$ cat config.mk
export PLATFORM = sky130hd
export DESIGN_NAME = fetch_queue
export DESIGN_NICKNAME = d
export VERILOG_FILES = /design/src/rtl/fetch_queue.sv
export SDC_FILE = /design/constraint.sdc
export NUM_CORES = 1
export LEC_CHECK = 0
export CORE_MARGIN = 1
export CORE_UTILIZATION = 59
export CTS_CLUSTER_DIAMETER = 120
export DETAILED_ROUTE_END_ITERATION = 10
export PLACE_DENSITY = 0.85
export SETUP_SLACK_MARGIN = 0.4
export SLEW_MARGIN = 5
export SYNTH_ARGS = -nofsm -noshare
export SYNTH_HDL_FRONTEND = slang
export SYNTH_SLANG_ARGS = --single-unit
$ cat constraint.sdc
create_clock -name clk -period 7.5 [get_ports clk]
set_clock_uncertainty 0.05 [all_clocks]
set_input_delay 1.5 -clock clk [delete_from_list [all_inputs] [get_ports clk]]
set_output_delay 1.5 -clock clk [all_outputs]
set_load 0.05 [all_outputs]
$ cat src/rtl/fetch_queue.sv
// -----------------------------------------------------------------------------
// fetch_queue
//   Circular-buffer instruction queue between the instruction SRAM and decode.
//   Each entry holds a PC and an instruction word. An entry pushed into an
//   empty queue is visible to decode on the very next cycle, because the head
//   entry is read combinationally from the storage array.
//
// Ports
//   clk             : single clock, all state updates on the rising edge
//   reset           : asynchronous active-high reset (clears pointers/count)
//   execption       : flush request; discards all entries and same-cycle input
//   in_valid        : PC/instruction pair on the SRAM side is valid
//   in_ready        : queue has room (count < DEPTH); ignores out_ready
//   inst_sram_raddr : PC of the incoming instruction
//   inst_sram_rdata : incoming instruction word
//   out_valid       : head entry is valid (count != 0)
//   out_ready       : decode accepts the head entry; low means stall
//   fe_pc           : head PC, or RESET_PC when empty
//   fe_inst         : head instruction, or RESET_INST when empty
//   fe_count        : number of occupied entries
// -----------------------------------------------------------------------------
module fetch_queue #(
    parameter int          DEPTH      = 4,
    parameter int          DATA_W     = 32,
    parameter logic [31:0] RESET_PC   = 32'hbfc00000,
    parameter logic [31:0] RESET_INST = 32'h00000000
) (
    input  logic                       clk,
    input  logic                       reset,
    input  logic                       execption,
    input  logic                       in_valid,
    output logic                       in_ready,
    input  logic [31:0]                inst_sram_raddr,
    input  logic [DATA_W-1:0]          inst_sram_rdata,
    output logic                       out_valid,
    input  logic                       out_ready,
    output logic [31:0]                fe_pc,
    output logic [DATA_W-1:0]          fe_inst,
    output logic [$clog2(DEPTH):0]     fe_count
);

    localparam int PW = $clog2(DEPTH);
    localparam int CW = PW + 1;
    localparam logic [CW-1:0] DEPTH_C = CW'(DEPTH);
    localparam logic [PW-1:0] LAST_C  = PW'(DEPTH - 1);

    // Storage: no reset on the array, only the bookkeeping is cleared.
    logic [31:0]       r_pc_mem   [DEPTH];
    logic [DATA_W-1:0] r_inst_mem [DEPTH];

    logic [PW-1:0] r_wptr;
    logic [PW-1:0] r_rptr;
    logic [CW-1:0] r_count;

    logic          w_in_ready;
    logic          w_out_valid;
    logic          w_push;
    logic          w_pop;
    logic [PW-1:0] w_wptr_inc;
    logic [PW-1:0] w_rptr_inc;

    assign w_in_ready  = (r_count < DEPTH_C);
    assign w_out_valid = (r_count != '0);

    // A flush overrides both handshakes so nothing is written or consumed.
    assign w_push = in_valid  & w_in_ready  & ~execption;
    assign w_pop  = out_ready & w_out_valid & ~execption;

    // Explicit wrap keeps the intent obvious even though DEPTH is a power of two.
    assign w_wptr_inc = (r_wptr == LAST_C) ? '0 : r_wptr + PW'(1);
    assign w_rptr_inc = (r_rptr == LAST_C) ? '0 : r_rptr + PW'(1);

    always_ff @(posedge clk) begin
        if (w_push) begin
            r_pc_mem[r_wptr]   <= inst_sram_raddr;
            r_inst_mem[r_wptr] <= inst_sram_rdata;
        end
    end

    always_ff @(posedge clk or posedge reset) begin
        if (reset) begin
            r_wptr  <= '0;
            r_rptr  <= '0;
            r_count <= '0;
        end else if (execption) begin
            r_wptr  <= '0;
            r_rptr  <= '0;
            r_count <= '0;
        end else begin
            if (w_push) begin
                r_wptr <= w_wptr_inc;
            end
            if (w_pop) begin
                r_rptr <= w_rptr_inc;
            end
            case ({w_push, w_pop})
                2'b10:   r_count <= r_count + CW'(1);
                2'b01:   r_count <= r_count - CW'(1);
                default: r_count <= r_count;
            endcase
        end
    end

    assign in_ready  = w_in_ready;
    assign out_valid = w_out_valid;
    assign fe_count  = r_count;
    assign fe_pc     = w_out_valid ? r_pc_mem[r_rptr]   : RESET_PC;
    assign fe_inst   = w_out_valid ? r_inst_mem[r_rptr] : RESET_INST;

endmodule

==> metrics.txt, run 1 <==
Placement Cell Area 11700 um^2; Ys Warns 0; hold path depth 2; drt drc 0; Placed Instances 801; Place WS 2800 ps; vias per cell 5.76; CORE AREA 16800 um^2; number of library cell types mapped by synthesis 29; full die area 17800 um^2; Hold Path Class flip-flop to flip-flop; crit-path max FO 41; Starting Density 0.609; post-synthesis cell count 468; routed wire length 18600 um; Final Slew Violations 0; first-pass GRT wire length 28800 um; row count 47; Worst VDD drop 234 uV; FF-to-FF path depth 9; I/O pin total 138; final instance area 12500 um^2; final non-filler cell total 848; total gr overflow 0; Final period util 0.682; Critical Path Start r_rptr[0]$_DFFE_PP0P_; Hold Violations, Final 0; post-synthesis sequential area ratio 0.771; most area-consuming cells after synthesis edfxtp_1 (75%), mux4_2 (14%), and2_1 (3.6%); Detailed Routing Iterations Pass 1 7; clk_lat worst skew 500 ps; gr usage total 0.214; FF/Latch Area 7870 um^2; max-cap violations 0; CP startpoint kind flip-flop; initial antenna violation count 0; R2R Path Start fe_count[0]$_DFFE_PP0P_; final worst slack 2380 ps; startpoint of the worst hold path r_wptr[0]$_DFFE_PP0P_; Synth top area share 0.753; minimum clock period 5120 ps; Die W 134 um; number of hold buffers added after cts 0; final setup vio count 0; kind of critical path flip-flop to output pin; RSZ-0062 raised after global routing false; IO buf count 137; f_max 195 MHz; setup_tns 0 ps; Synth area leader edfxtp_1; routed len/inst 22.0 um; synth-to-layout area growth 22.6%; CP Data Arrival Time 3570 ps; TritonCTS clock tree done; share of post-route cells with drive strength above 1 0.169; fill count 943; Via Count 4883; GPL Wtd Cong 0.729; vias in the first global route 5225; fin util 0.746; Cell Area, Synth 10200 um^2; H-tree Lvls 1; Yosys reg bits 263; largest net degree at the start of global routing 67; clock buffer depth 3; Mean Syn Cell Area 21.8 um^2; Setup crit end kind output pin; Clock Tree Root clkbuf_16; Ant. Diodes 0; Die Ht 134 um; post-CTS setup buffer count 0; status finished, final reports clean; clock sinks 263; leakage 3.97 nW; power per cell area 291 nW/um^2; clk slew on worst S/H paths 60 ps; CTS buffer count 26; Critical Path RT 5950 ps; Net Count, Synth 543; DP Wirelength 10100 um; final antenna-violating net count 0; Slew @ Worst Pin 997 ps; post-cts gate resize count 0; footprint of the multi-input gates 2180 um^2; Slew HR 0.335; First DRT Iteration DRCs 292; Nets 684
## layout by cell type (no fill, tap or decap), drive strengths merged
master and n:
nor2 5, edfxtp 256, a221oi 2, clkdlybuf4s50 137
nand3 3, ha 5, nor4 1, and2 59
clkinv 8, a21oi 6, nor2b 2, inv 5
mux2i 2, dfrtp 7, o21ai 3, bufinv 1
nor3 2, or3 1, nand2 5, nand2b 2
buf 1, xnor2 2, clkbuf 38, mux4 64
fa 1, a21o 1, or2 9
## worst paths after layout
kind	endpoint	slack (ps)
worst max-delay path	fe_pc[16]	2380
worst min-delay path	r_wptr[0]$_DFFE_PP0P_	590
worst max register to register	fe_count[2]$_DFFE_PP0P_	4550
worst min register to register	r_wptr[0]$_DFFE_PP0P_	590
max in group asynchronous	r_rptr[1]$_DFFE_PP0P_	5960
min in group asynchronous	r_wptr[1]$_DFFE_PP0P_	1190
## stage by stage
| stage | total power, mW | hold slack [ps] |
|---|---|---|
| floorplan | 2.23 | 512 |
| global placement | 2.46 | 529 |
| detailed placement | 2.48 | 569 |
| CTS | 3.67 | 598 |
| global route | 3.76 | 635 |
| finish | 3.64 | 588 |
## worst max-delay path, stage by stage (launching register included)
cell,delay (ps)
dfrtp_4,950
buf_4,590
mux4_2,600
and2_1,180
clkdlybuf4s50_1,720
## final cells by class
cell class,instances,area share
Sequential cell,263,0.629
Multi-Input combinational cell,175,0.174
Timing Repair Buffer,138,0.110
Clock buffer,38,0.0573
Tap cell,220,0.0220
Clock inverter,9,0.00530
Inverter,5,0.00150
## kinds of logic (layout without fill, tap and decap cells)
logic type,after synthesis,count (layout),synth area share
mux,66,66,0.143
flops,263,263,0.771
simple gates,89,89,0.0526
fa+ha+maj,6,6,0.00809
xor+xnor,2,2,0.00172
buf+inv,30,190,0.0168
compound gates,12,12,0.00687
## synth_stat cells
master    count
edfxtp_1    256
mux4_2       64
and2_1       59
buf_2         9
or2_1         9
clkbuf_1      7
dfrtp_1       7
a21oi_1       6
buf_6         5
ha_1          5
nand2_1       5
nor2_1        5
inv_1         4
nand3_1       3
o21ai_0       3
a221oi_1      2
buf_4         2
clkbuf_2      2
mux2i_1       2
nand2b_1      2
nor2b_1       2
xnor2_1       2
a21o_1        1
fa_1          1
inv_2         1
nor3_1        1
nor3_4        1
nor4_1        1
or3_1         1
## state kept, by name, summed over array words and instances (netlist names)
signal	count
r_pc_mem	128
r_rptr	2
fe_count	3
r_wptr	2
r_inst_mem	128
## power breakdown
group          internal [mW]  leakage [nW]  total [mW]  switching [mW]
registers               1.67          2.41        1.71          0.0445
clock network          0.694         0.384        1.20           0.504
logic                  0.287          1.17       0.731           0.444
## metal layers
metal	routed length, um	global-route usage	share of wire	up-vias
li1	-	-	-	2177
met1	7340	0.287	0.39	2499
met2	9820	0.366	0.53	179
met3	1130	0.0381	0.061	28
met4	337	0.0593	0.018	0
met5	0	0	0	-
Power figures use the tool's default switching activity.
==> inputs of run 2 (changes only) <==
--- a/config.mk
+++ b/config.mk
@@ -6,10 +6,10 @@
 export NUM_CORES = 1
 export LEC_CHECK = 0
 export CORE_MARGIN = 1
-export CORE_UTILIZATION = 59
+export CORE_UTILIZATION = 55
 export CTS_CLUSTER_DIAMETER = 120
 export DETAILED_ROUTE_END_ITERATION = 10
-export PLACE_DENSITY = 0.85
+export PLACE_DENSITY = 0.8
 export SETUP_SLACK_MARGIN = 0.4
 export SLEW_MARGIN = 5
 export SYNTH_ARGS = -nofsm -noshare
==> constraint.sdc (replaced) <==
create_clock -name clk -period 4.95 [get_ports clk]
set_clock_uncertainty 0.05 [all_clocks]
set_input_delay 0.99 -clock clk [delete_from_list [all_inputs] [get_ports clk]]
set_output_delay 0.99 -clock clk [all_outputs]
set_load 0.05 [all_outputs]
==> run 2 against run 1 <==
The flow now finishes with violations (design-rule violations). Cell count rose by 1.4%. Core utilization decreased by 4.8 points. Non-clock buffer count increased by 2. Die area increased by 7.2%. Highest routed layer unchanged.
==> metrics.txt, run 2 (synthesized netlist as in run 1, its figures left out) <==
clk_lat worst skew 510 ps (was 500 ps); most common cell after layout, fill and taps aside edfxtp_1 (unchanged); setup_tns 0 ps (unchanged); routed wire length 18600 um (about the same); failing checks design-rule violations; power per cell area 450 nW/um^2 (was 291 nW/um^2); RR Endpoint fe_count[2]$_DFFE_PP0P_ (unchanged); Die W 138 um (was 134 um); vias per cell 5.65 (was 5.76); Final period util 0.870; CORE AREA 18100 um^2 (was 16800 um^2); leakage 4.02 nW (was 3.97 nW); clock buffer depth 3 (unchanged); Slew @ Worst Pin 994 ps (was 997 ps); post-cts gate resize count 0 (unchanged); full die area 19100 um^2 (was 17800 um^2); R2R Path Start fe_count[0]$_DFFE_PP0P_ (unchanged); initial antenna violation count 0 (unchanged); Die Ht 138 um (was 134 um); first-pass GRT wire length 29500 um (was 28800 um); final antenna-violating net count 0 (unchanged); final setup vio count 0 (unchanged); total gr overflow 0 (unchanged); TritonCTS clock tree done (unchanged); drt drc 14 (was 0); GRT met1 Usage 0.256 (was 0.287); routed len/inst 21.7 um (was 22.0 um); CP startpoint kind flip-flop (unchanged); Placed Instances 812 (was 801); DP Wirelength 10400 um (was 10100 um); Via Count 4862 (was 4883); clock sinks 263 (unchanged); IO buf count 137 (unchanged); CP Data Arrival Time 3270 ps (was 3570 ps); minimum clock period 4310 ps; synth-to-layout area growth 23.7% (was 22.6%); Hold Violations, Final 0 (unchanged); crit-path max FO 38 (was 41); vias in the first global route 5374 (was 5225); global routing usage on met2 0.361 (was 0.366); fill count 1092 (was 943); largest net degree at the start of global routing 67 (unchanged); max-cap violations 0 (unchanged); row count 49 (was 47); Power Total 5.68 mW (was 3.64 mW); Critical Path RT 3910 ps (was 5950 ps); fin util 0.698 (was 0.746); Most Used Layer, Global Route met2 (unchanged); Clock Tree Root clkbuf_16 (unchanged); kind of critical path flip-flop to output pin (unchanged); gr usage total 0.204 (was 0.214); GPL Wtd Cong 0.721 (was 0.729); number of hold buffers added after cts 0 (unchanged); Ant. Diodes 0 (unchanged); GR Util met3 0.0346 (was 0.0381); final non-filler cell total 860 (was 848); post-CTS setup buffer count 0 (unchanged); Final Slew Violations 0 (unchanged); CTS buffer count 26 (unchanged); hold path depth 2 (unchanged); status complete, but fails checks (was finished, final reports clean); Starting Density 0.564 (was 0.609); Slew HR 0.338 (was 0.335); Hold EP r_wptr[0]$_DFFE_PP0P_ (unchanged); H-tree Lvls 1 (unchanged); Hold Path Class flip-flop to flip-flop (unchanged); clk slew on worst S/H paths 60 ps (about the same); I/O pin total 138 (unchanged); Nets 686 (was 684); FF-to-FF path depth 9 (unchanged); startpoint of the worst hold path r_wptr[0]$_DFFE_PP0P_ (unchanged); Setup crit end kind output pin (unchanged); share of post-route cells with drive strength above 1 0.174 (was 0.169); f_max 232 MHz; Worst VDD drop 340 uV (was 234 uV); most frequent cells in the layout edfxtp_1 (256), clkdlybuf4s50_1 (137), mux4_2 (64) (unchanged); RSZ-0062 raised after global routing false (unchanged); Detailed Routing Iterations Pass 1 8 (was 7); First DRT Iteration DRCs 313 (was 292); r2r setup slk 2260 ps (was 4550 ps)
==> run 2: worst max-delay path, cell delays in order (launching register included) <==
cell and delay, ps:
dfrtp_4 930, buf_12 350, mux4_2 520, or2_1 220, clkdlybuf4s50_1 710
==> run 2: worst max-delay path by stage <==
stage | slack (ps) | end | startpoint
floorplan | 1460 | r_inst_mem[0][0]$_DFFE_PP_ | in_valid
global placement | 1080 | fe_pc[27] | r_rptr[0]$_DFFE_PP0P_
detailed placement | 1090 | fe_pc[29] | r_rptr[0]$_DFFE_PP0P_
CTS | 530 | fe_inst[17] | r_rptr[0]$_DFFE_PP0P_
global route | 410 | fe_pc[27] | r_rptr[0]$_DFFE_PP0P_
finish | 640 | fe_pc[26] | r_rptr[0]$_DFFE_PP0P_
==> run 2: metal layers <==
| metal | vias to the layer above | share of wire |
|---|---|---|
| li1 | 2181 | - |
| met1 | 2499 | 0.40 |
| met2 | 147 | 0.53 |
| met3 | 35 | 0.054 |
| met4 | 0 | 0.024 |
| met5 | - | 0 |
==> run 2: final cells by class <==
cell class              count  area, um^2  area share
flip-flops and latches    263        7870       0.623
multi-input cells         175        2180       0.173
repair buffers            140        1410       0.111
clock buffers              34         702      0.0556
inverters                   5        18.8     0.00149
clock inverters            14         163      0.0129
well taps                 229         287      0.0227
==> run 2: metrics by stage <==
| stage | cell area [um^2] | hold slack [ps] | setup slack, ps |
|---|---|---|---|
| 2_1_floorplan | 10200 | 512 | 1460 |
| 3_3_place_gp | 11800 | 533 | 1080 |
| 3_5_place_dp | 11800 | 586 | 1090 |
| 4_1_cts | 12600 | 594 | 528 |
| 5_1_grt | 12600 | 629 | 409 |
| 6_report | 12600 | 596 | 644 |
==> run 2: where the power goes <==
group | internal, mW | total, mW | switching (mW)
clock | 1.20 | 1.96 | 0.762
combinational | 0.441 | 1.12 | 0.676
sequential | 2.53 | 2.59 | 0.0667
total | 4.17 | 5.68 | 1.50
